$ cat src/rtl/cfs_apb_pkg.sv
// Shared types and limits for the CFS APB register slave.
// Holds the transfer FSM state encoding and the parameter ceilings.
package cfs_apb_pkg;

    localparam int unsigned CFS_APB_MAX_ADDR_WIDTH = 16;
    localparam int unsigned CFS_APB_MAX_DATA_WIDTH = 32;

    // Width of the wait-state counter; covers WAIT_STATES up to 15.
    localparam int unsigned CFS_APB_WAIT_W = 4;

    typedef enum logic [1:0] {
        IDLE   = 2'd0,
        SETUP  = 2'd1,
        ACCESS = 2'd2
    } cfs_apb_state_t;

endpackage

$ cat src/rtl/cfs_apb_reg_file.sv
// Register storage for the CFS APB slave: byte-strobed writes and
// a one-cycle write pulse per register, both registered on clk.
module cfs_apb_reg_file
    import cfs_apb_pkg::*;
#(
    parameter int DATA_WIDTH = 32,
    parameter int NUM_REGS   = 8
) (
    input  logic                           clk,
    input  logic                           rst,
    input  logic [NUM_REGS-1:0]            reg_we,
    input  logic [DATA_WIDTH-1:0]          wdata,
    input  logic [DATA_WIDTH/8-1:0]        wstrb,
    output logic [NUM_REGS*DATA_WIDTH-1:0] reg_q,
    output logic [NUM_REGS-1:0]            wr_pulse
);

    localparam int unsigned STRB_W = DATA_WIDTH / 8;

    logic [DATA_WIDTH-1:0] regs [NUM_REGS];

    always_ff @(posedge clk) begin
        if (rst) begin
            for (int unsigned i = 0; i < NUM_REGS; i++) begin
                regs[i] <= '0;
            end
            wr_pulse <= '0;
        end else begin
            // Pulse follows the enable even when no strobe bit is set.
            wr_pulse <= reg_we;
            for (int unsigned i = 0; i < NUM_REGS; i++) begin
                for (int unsigned b = 0; b < STRB_W; b++) begin
                    if (reg_we[i] && wstrb[b]) begin
                        regs[i][b*8 +: 8] <= wdata[b*8 +: 8];
                    end
                end
            end
        end
    end

    always_comb begin
        reg_q = '0;
        for (int unsigned i = 0; i < NUM_REGS; i++) begin
            reg_q[i*DATA_WIDTH +: DATA_WIDTH] = regs[i];
        end
    end

endmodule

$ cat src/rtl/cfs_apb_reg_slave.sv
// APB slave exposing NUM_REGS word registers with optional wait states.
// Define CFS_APB_PSTRB_EN to add the pstrb port and byte-granular writes.
module cfs_apb_reg_slave
    import cfs_apb_pkg::*;
#(
    parameter int ADDR_WIDTH  = 16,
    parameter int DATA_WIDTH  = 32,
    parameter int NUM_REGS    = 8,
    parameter int WAIT_STATES = 0
) (
    input  logic                           pclk,
    input  logic                           preset,
    input  logic                           psel,
    input  logic                           penable,
    input  logic                           pwrite,
    input  logic [ADDR_WIDTH-1:0]          paddr,
    input  logic [DATA_WIDTH-1:0]          pwdata,
`ifdef CFS_APB_PSTRB_EN
    input  logic [DATA_WIDTH/8-1:0]        pstrb,
`endif
    output logic                           pready,
    output logic [DATA_WIDTH-1:0]          prdata,
    output logic                           pslverr,
    output logic [NUM_REGS*DATA_WIDTH-1:0] reg_q,
    output logic [NUM_REGS-1:0]            wr_pulse
);

    localparam int IDX_W  = ADDR_WIDTH - 2;
    localparam int STRB_W = DATA_WIDTH / 8;

    cfs_apb_state_t              state;
    cfs_apb_state_t              state_nxt;
    logic [CFS_APB_WAIT_W-1:0]   wait_cnt;
    logic [IDX_W-1:0]            idx;
    logic                        addr_err;
    logic [DATA_WIDTH-1:0]       rd_word;
    logic [NUM_REGS-1:0]         reg_we;
    logic [STRB_W-1:0]           wstrb;
    logic                        paddr_lsb_unused;

    assign idx              = paddr[ADDR_WIDTH-1:2];
    assign addr_err         = 32'(idx) >= 32'(NUM_REGS);
    assign paddr_lsb_unused = ^paddr[1:0];

`ifdef CFS_APB_PSTRB_EN
    assign wstrb = pstrb;
`else
    assign wstrb = '1;
`endif

    always_ff @(posedge pclk) begin
        if (preset) begin
            state <= IDLE;
        end else begin
            state <= state_nxt;
        end
    end

    always_comb begin
        state_nxt = state;
        case (state)
            IDLE:    if (psel && !penable) state_nxt = SETUP;
            SETUP:   state_nxt = ACCESS;
            ACCESS:  if (!psel || pready) state_nxt = IDLE;
            default: state_nxt = IDLE;
        endcase
    end

    always_comb begin
        pready  = 1'b0;
        pslverr = 1'b0;
        prdata  = '0;
        if (state == ACCESS && wait_cnt == '0 && psel && penable) begin
            pready  = 1'b1;
            pslverr = addr_err;
            if (!pwrite && !addr_err) begin
                prdata = rd_word;
            end
        end
    end

    // Counter is reloaded on every SETUP, so an abandoned access needs no cleanup.
    always_ff @(posedge pclk) begin
        if (preset) begin
            wait_cnt <= '0;
        end else if (state == SETUP) begin
            wait_cnt <= CFS_APB_WAIT_W'(WAIT_STATES);
        end else if (state == ACCESS && wait_cnt != '0) begin
            wait_cnt <= wait_cnt - CFS_APB_WAIT_W'(1);
        end
    end

    always_comb begin
        rd_word = '0;
        reg_we  = '0;
        for (int unsigned i = 0; i < NUM_REGS; i++) begin
            if (32'(idx) == i) begin
                rd_word   = reg_q[i*DATA_WIDTH +: DATA_WIDTH];
                reg_we[i] = pready && pwrite && !addr_err;
            end
        end
    end

    cfs_apb_reg_file #(
        .DATA_WIDTH (DATA_WIDTH),
        .NUM_REGS   (NUM_REGS)
    ) u_reg_file (
        .clk      (pclk),
        .rst      (preset),
        .reg_we   (reg_we),
        .wdata    (pwdata),
        .wstrb    (wstrb),
        .reg_q    (reg_q),
        .wr_pulse (wr_pulse)
    );

endmodule

$ cat config.mk
export PLATFORM = sky130hd
export DESIGN_NAME = cfs_apb_reg_slave
export DESIGN_NICKNAME = d
export VERILOG_FILES = /design/src/rtl/cfs_apb_pkg.sv /design/src/rtl/cfs_apb_reg_file.sv /design/src/rtl/cfs_apb_reg_slave.sv
export SDC_FILE = /design/constraint.sdc
export NUM_CORES = 1
export LEC_CHECK = 0
export ABC_CLOCK_PERIOD_IN_PS = 5200
export CORE_MARGIN = 2
export CORE_UTILIZATION = 48
export DETAILED_ROUTE_END_ITERATION = 8
export GPL_ROUTABILITY_DRIVEN = 0
export PLACE_DENSITY_LB_ADDON = 0.15
export SYNTH_ARGS = -nofsm -noshare
export SYNTH_HDL_FRONTEND = slang
export SYNTH_SLANG_ARGS = --single-unit
$ cat constraint.sdc
create_clock -name pclk -period 5.2 [get_ports pclk]
set_clock_uncertainty 0.1 [all_clocks]
set_input_delay 1.04 -clock pclk [delete_from_list [all_inputs] [get_ports pclk]]
set_output_delay 1.04 -clock pclk [all_outputs]
set_load 0.05 [all_outputs]
==> out/qor.csv, run 1 <==
stage,metric,value,unit
outcome,status,"complete, no violations",
synthesis,Post-synth EDFFs,256,
floorplan,Die X,161,µm
synthesis,synth warn,0,
finish,final std cells w/o fill,1685,
floorplan,io pins,351,
synthesis,xor/xnor share of the synthesized area,0.222,%
pwr,switching power of the nets,1460,µW
global_route,initial antenna violation count,1,
clocking,root buffer cell,clkbuf_16,
finish,Area Overhead vs Synth,45.1,%
synthesis,most frequent cells after synthesis,"edfxtp_1 (256), nor2_1 (213), o21ai_0 (61)",
detailed_routing,vias per cell,6.09,
pwr,PwrDens,314,mW/mm²
pwr,Clk pwr share,37.8,%
synthesis,top post-synthesis cells by area,"edfxtp_1 (65%), nor2_1 (6.8%), o21ai_0 (2.6%), a221oi_1 (2.4%), dfxtp_1 (2.4%)",
timing,Worst Tran Pin Value,1.09,ns
finish,Antenna diodes,0,
detailed_routing,DRC errors left,0,
clocking,Skew-Pair Late Insertion Delay,0.55,ns
clocking,cts hold-fix bufs,0,
synthesis,Mapped Avg Cell Area,12.0,µm²
critical_path,CP required,4.06,ns
global_route,Tot GR Track Use,34.0,%
synthesis,most common cell in the netlist,edfxtp_1,
pwr,register share of total power,47.0,%
synthesis,post-synthesis mux area share,1.35,%
timing,fmax,0.199,GHz
floorplan,Die Span Y,161,µm
pwr,leakage,0.00609,µW
finish,layout cell share with drive strength beyond 1,10.9,%
pwr,worst vdd ir,0.261,mV
synthesis,Synth Area in Adders,0.106,%
synthesis,post-synth cell types,47,
critical_path,Critical Path Source Type,input port,
timing,Final period util,96.7,%
critical_path,Crit Path Max Fanout,31,
global_route,first-pass GRT wire length,65300,µm
clocking,Num Clock Sinks,270,
synthesis,Netlist Area Pre-Place,0.0118,mm²
synthesis,"FF+latch count, synth",270,
placement,PortBufs,348,
detailed_routing,Starting DRT DRC Count,1094,
timing,Fin. Hold Viols,0,
clocking,post-CTS resize count,0,
floorplan,Starting Density,48.8,%
critical_path,CP Class,input port to primary output,
timing,Final min period,5.03,ns
synthesis,Synth async-reset ratio,0,%
timing,final setup violation count,0,
placement,Inst Count DP,1633,
run,Max-Cap Viols,0,
finish,Register Area,0.00797,mm²
synthesis,sequential area share after synthesis,67.4,%
synthesis,Post-Synth Simple-Gate Area,12.9,%
timing,RSZ-0062 raised after global routing,false,
synthesis,Post-synth top flop,edfxtp_1,
finish,Filler Cells Inserted,1758,
synthesis,Gate Count Post-Synth,986,
detailed_routing,Final ANT Viol Nets,0,
timing,Slew HR,27.5,%
timing,WHS,0.373,ns
synthesis,Yosys top cell area share,65.0,%
detailed_routing,drt first pass iters,6,
finish,Multi-input gate area,0.00349,mm²
critical_path,Worst EP arrival,3.89,ns
floorplan,row cnt,57,
critical_path,CP Capture Type,primary output,
floorplan,Core ar.,0.0242,mm²
synthesis,largest family of logic cells by synthesized area,compound AO/OA/AOI/OAI gates,
finish,final net count,1393,
floorplan,full die area,0.0259,mm²
global_route,vias in the first global route,10400,
synthesis,Synth area leader,edfxtp_1,
detailed_routing,WL per Instance,26.7,µm
clocking,CTS buffer count,28,
clocking,"Clk pin slew, worst setup/hold paths",0.06,ns
timing,final-report max-slew violation count,0,
pwr,Sw Share,27.0,%
clocking,Setup Buffers After CTS,0,
pwr,Comb power frac,15.2,%
pwr,Pint,3930,µW
detailed_routing,routed via count,10300,
synthesis,syn nets,1040,
clocking,CTS max path bufs,3,
placement,placed cell areas,0.0162,mm²
global_route,GRT overflow,0,
timing,Post-Route Setup TNS,0,ns
finish,final instance area,0.0172,mm²
placement,DP HPWL,28800,µm
min_path,Hold Path Class,flip-flop to flip-flop,
synthesis,Compound-Gate Fraction of Synth Area,14.3,%
clocking,H-tree levels,1,
detailed_routing,final wirelength,45000,µm
clocking,CTS tree,built,
global_route,largest net degree at the start of global routing,51,
## cells in the final DEF (no fill, tap or decap), drive strengths merged, types with 9 or more instances in the layout
| cell type | netlist | final |
|---|---|---|
| buf | 14 | 84 |
| dfxtp | 14 | 14 |
| a221oi | 32 | 32 |
| o22a | 26 | 26 |
| mux2i | 16 | 16 |
| nand2 | 35 | 35 |
| nor4 | 11 | 11 |
| clkinv | 0 | 11 |
| a221o | 22 | 22 |
| edfxtp | 256 | 256 |
| a21oi | 32 | 32 |
| a22oi | 33 | 33 |
| clkbuf | 59 | 36 |
| clkdlybuf4s50 | 0 | 312 |
| nand2b | 43 | 43 |
| inv | 40 | 40 |
| nor3 | 9 | 9 |
| o21ai | 81 | 81 |
| nor2 | 213 | 213 |
## critical path: stages
cell	delay [ns]
clkdlybuf4s50_1	0.70
nand2b_2	0.46
nor4_4	0.22
buf_6	0.40
nand3_1	0.43
o22a_1	0.43
buf_12	0.19
## final timing paths
kind | start | end | slack [ns] | cells past startpoint
worst min-delay path | state[1] | state[0] | 0.37 | 1
worst max-delay path | paddr[5] | prdata[13] | 0.17 | 7
worst min register to register | state[1] | state[0] | 0.37 | 1
worst max register to register | wait_cnt[0] | u_reg_file.regs[0][113] | 2.05 | 8
## kinds of logic after synthesis
logic type | count (synthesis)
adders and majority gates | 1
xor gates and xnor gates | 3
buffers and inverters | 113
DFF | 270
AOI/OAI and AO/OA | 246
muxes | 16
and+or+nand+nor | 337
## state kept, by name, indices dropped and copies added, names as in the netlist
name	flops
wait_cnt	4
u_reg_file.regs	256
state	2
u_reg_file.wr_pulse	8
## metal layers
layer	up-vias	part of all wire (%)	global-route usage (%)
met5	-	0.038	0
met4	2	3.0	11.6
met3	94	13	8.76
met2	774	48	56.6
met1	5040	36	43.7
li1	4349	-	-
## layout make-up
cell class | instances | area share (%)
Sequential cell | 270 | 46.4
Inverter | 40 | 0.875
Multi-Input combinational cell | 603 | 20.4
Timing Repair Buffer | 396 | 24.6
Tap cell | 324 | 2.36
Clock buffer | 36 | 4.38
Clock inverter | 16 | 1.02
## metrics by stage
step / power [µW] / utilization, % / worst slack [ns]
after floorplan: 3050 / - / 0.318
after global placement: 3380 / 66.9 / 0.0763
after detailed placement: 3390 / 66.9 / 0.0443
after CTS: 5400 / 70.7 / 0.00316
after global routing: 5530 / 70.7 / 0.0658
final: 5390 / 70.7 / 0.172
## power groups by stage
stage / sequential, µW / clock [µW] / combinational (µW)
final: 2540 / 2040 / 818
after global routing: 2540 / 2140 / 842
after CTS: 2530 / 2050 / 814
after detailed placement: 2580 / 0 / 811
after global placement: 2580 / 0 / 804
after floorplan: 2890 / 0 / 159
No activity file was read; power rests on OpenSTA's default activity.
==> inputs of run 2 (changes only) <==
- PLACE_DENSITY_LB_ADDON: 0.15 -> 0.25
==> run 2 against run 1 <==
Effect of this change:
- critical path depth is 1 higher
- via count is 0.20% higher
- critical path type unchanged
- sequential power hardly changed
==> out/qor.csv, run 2 (synthesized netlist as in run 1, its figures left out) <==
stage,metric,value,unit,change
clocking,H-tree levels,1,,unchanged
clocking,Num Clock Sinks,270,,unchanged
critical_path,CP required,4.06,ns,about the same
critical_path,R2R Path Start,wait_cnt[0],,
critical_path,slowest CP cell,or4_4,,
global_route,vias in the first global route,10500,,+1.6%
finish,final net count,1395,,+0.14%
timing,Final min period,4.99,ns,-0.0384 ns
pwr,PwrDens,310,mW/mm²,-1.2%
critical_path,r2r endpoint,u_reg_file.regs[0][46],,
detailed_routing,vias per cell,6.10,,+0.15%
run,Max-Cap Viols,0,,unchanged
placement,PortBufs,348,,unchanged
finish,layout cell share with drive strength beyond 1,11.1,%,+0.15 points
global_route,initial antenna violation count,0,,-1
detailed_routing,Starting DRT DRC Count,1101,,+0.64%
global_route,GR Util met1,42.8,%,-0.88 points
critical_path,CP Class,input port to primary output,,
min_path,WHS Path Cells,1,,unchanged
critical_path,crit-path max cell delay,0.59,ns,-0.11 ns
outcome,status,"complete, no violations",,
clocking,cts hold-fix bufs,0,,unchanged
placement,placed cell areas,0.0163,mm²,+0.62%
finish,final instance area,0.0172,mm²,+0.39%
clocking,Setup Buffers After CTS,0,,unchanged
critical_path,Critical Path Source Type,input port,,
timing,Final period util,95.9,%,-0.74 points
finish,Area Overhead vs Synth,45.7,%,
pwr,register share of total power,47.4,%,+0.4 points
pwr,Pint,3890,µW,-1.2%
finish,"Most flops, register",u_reg_file.regs,,
critical_path,"critical path, cell by cell",clkdlybuf4s50_1 -> or4_4 -> nor3_4 -> buf_12 -> nand4_1 -> a221oi_1 -> o22a_1 -> buf_12,,
finish,"leading cell type in the layout, fill and taps excluded",clkdlybuf4s50_1,,
global_route,GRT overflow,0,,unchanged
timing,Slew HR,43.8,%,+16 points
timing,RSZ-0062 raised after global routing,false,,
timing,Worst Tran Pin Value,0.842,ns,-0.246 ns
global_route,largest net degree at the start of global routing,38,,-25%
detailed_routing,WL per Instance,26.5,µm,-0.57%
placement,DP HPWL,29000,µm,+0.73%
finish,number of flip-flops under the largest register name,256,,unchanged
clocking,CTS buffer count,28,,unchanged
timing,final setup violation count,0,,unchanged
floorplan,Die X,161,µm,unchanged
global_route,grt met3 use,8.52,%,-0.23 points
timing,Post-Route Setup TNS,0,ns,unchanged
detailed_routing,Final ANT Viol Nets,0,,unchanged
clocking,post-CTS resize count,0,,unchanged
critical_path,Crit Path Max Fanout,23,,-26%
timing,fmax,0.200,GHz,+0.77%
min_path,Hold Path Class,flip-flop to flip-flop,,
global_route,Tot GR Track Use,34.0,%,-0.062 points
detailed_routing,routed via count,10300,,+0.20%
pwr,worst vdd ir,0.240,mV,-7.9%
pwr,Sw Share,27.3,%,+0.29 points
pwr,Clk pwr share,37.2,%,-0.6 points
floorplan,io pins,351,,unchanged
critical_path,Worst EP arrival,3.85,ns,-0.04 ns
clocking,Skew-Pair Late Insertion Delay,0.54,ns,about the same
floorplan,Starting Density,48.8,%,unchanged
min_path,hold endpoint,state[0],,
global_route,first-pass GRT wire length,65100,µm,-0.25%
floorplan,row cnt,57,,unchanged
pwr,leakage,0.00611,µW,+0.41%
floorplan,Die Span Y,161,µm,unchanged
clocking,root buffer cell,clkbuf_16,,
pwr,Comb power frac,15.4,%,+0.2 points
timing,Fin. Hold Viols,0,,unchanged
floorplan,Core ar.,0.0242,mm²,unchanged
global_route,GR Util met2,56.2,%,-0.41 points
clocking,"Clk pin slew, worst setup/hold paths",0.06,ns,about the same
clocking,CTS tree,built,,
finish,"commonest non-fill, non-tap cells in the layout","clkdlybuf4s50_1 (312), edfxtp_1 (256), nor2_1 (213)",,
critical_path,r2r setup slk,2.14,ns,+0.09 ns
critical_path,Crit path top cell by count,buf_12,,
min_path,hold_sp,state[1],,
pwr,switching power of the nets,1460,µW,+0.22%
clocking,CTS max path bufs,3,,unchanged
detailed_routing,drt first pass iters,5,,-1
finish,top flop regs,"u_reg_file.regs: 256 flops, u_reg_file.wr_pulse: 8 flops, wait_cnt: 4 flops",,
pwr,Tot Pwr,5350,µW,-0.85%
critical_path,CP Capture Type,primary output,,
detailed_routing,final wirelength,44700,µm,-0.52%
finish,Filler Cells Inserted,1741,,-0.97%
detailed_routing,DRC errors left,0,,unchanged
timing,final-report max-slew violation count,0,,unchanged
floorplan,full die area,0.0259,mm²,unchanged
global_route,busiest layer in global routing,met2,,
critical_path,R2R cell count,9,,+1
==> run 2: area by class of cell <==
class | instances | area (µm²) | area share, %
diodes | 1 | 2.50 | 0.0145
clock buffers | 34 | 744 | 4.32
clock inverters | 16 | 154 | 0.894
inverters | 40 | 150 | 0.872
multi-input cells | 603 | 3490 | 20.3
flip-flops and latches | 270 | 7970 | 46.3
well taps | 324 | 405 | 2.35
repair buffers | 398 | 4310 | 25.0
==> run 2: stage by stage <==
stage / setup WS (ns) / hold slack, ns / util [%] / cells
after floorplan: 0.318 / 0.335 / - / 986
after global placement: 0.312 / 0.344 / 67.3 / 1635
after detailed placement: 0.311 / 0.368 / 67.3 / 1635
after CTS: 0.293 / 0.411 / 71.0 / 1685
after global routing: 0.183 / 0.455 / 71.0 / 1685
final: 0.211 / 0.423 / 71.0 / 1686
==> run 2: how the worst max path moves through the flow <==
stage | startpoint | end | slack [ns] | cells past startpoint
global route | paddr[10] | prdata[12] | 0.18 | 8
global placement | paddr[10] | prdata[24] | 0.31 | 8
CTS | paddr[10] | prdata[24] | 0.29 | 8
finish | paddr[10] | prdata[24] | 0.21 | 8
detailed placement | paddr[10] | prdata[24] | 0.31 | 8
floorplan | paddr[11] | prdata[9] | 0.32 | 7
==> run 2: routing by layer <==
layer / wire length (µm) / vias to the layer above
met3: 5050 / 131
met4: 2010 / 0
met2: 21600 / 690
met5: 0 / -
li1: - / 4362
met1: 16100 / 5097
==> run 2: worst max-delay path: cells and delay by family <==
kind            cells  cell delay (ns)
compound gates      2             0.74
simple gates        3             1.18
buf+inv             3             0.87
==> run 2: power by group through the flow <==
stage                     registers (µW)  logic, µW  clock network [µW]
after floorplan                     2890        159                   0
after global placement              2570        811                   0
after detailed placement            2580        819                   0
after CTS                           2530        823                1990
after global routing                2540        851                2090
final                               2540        824                1990
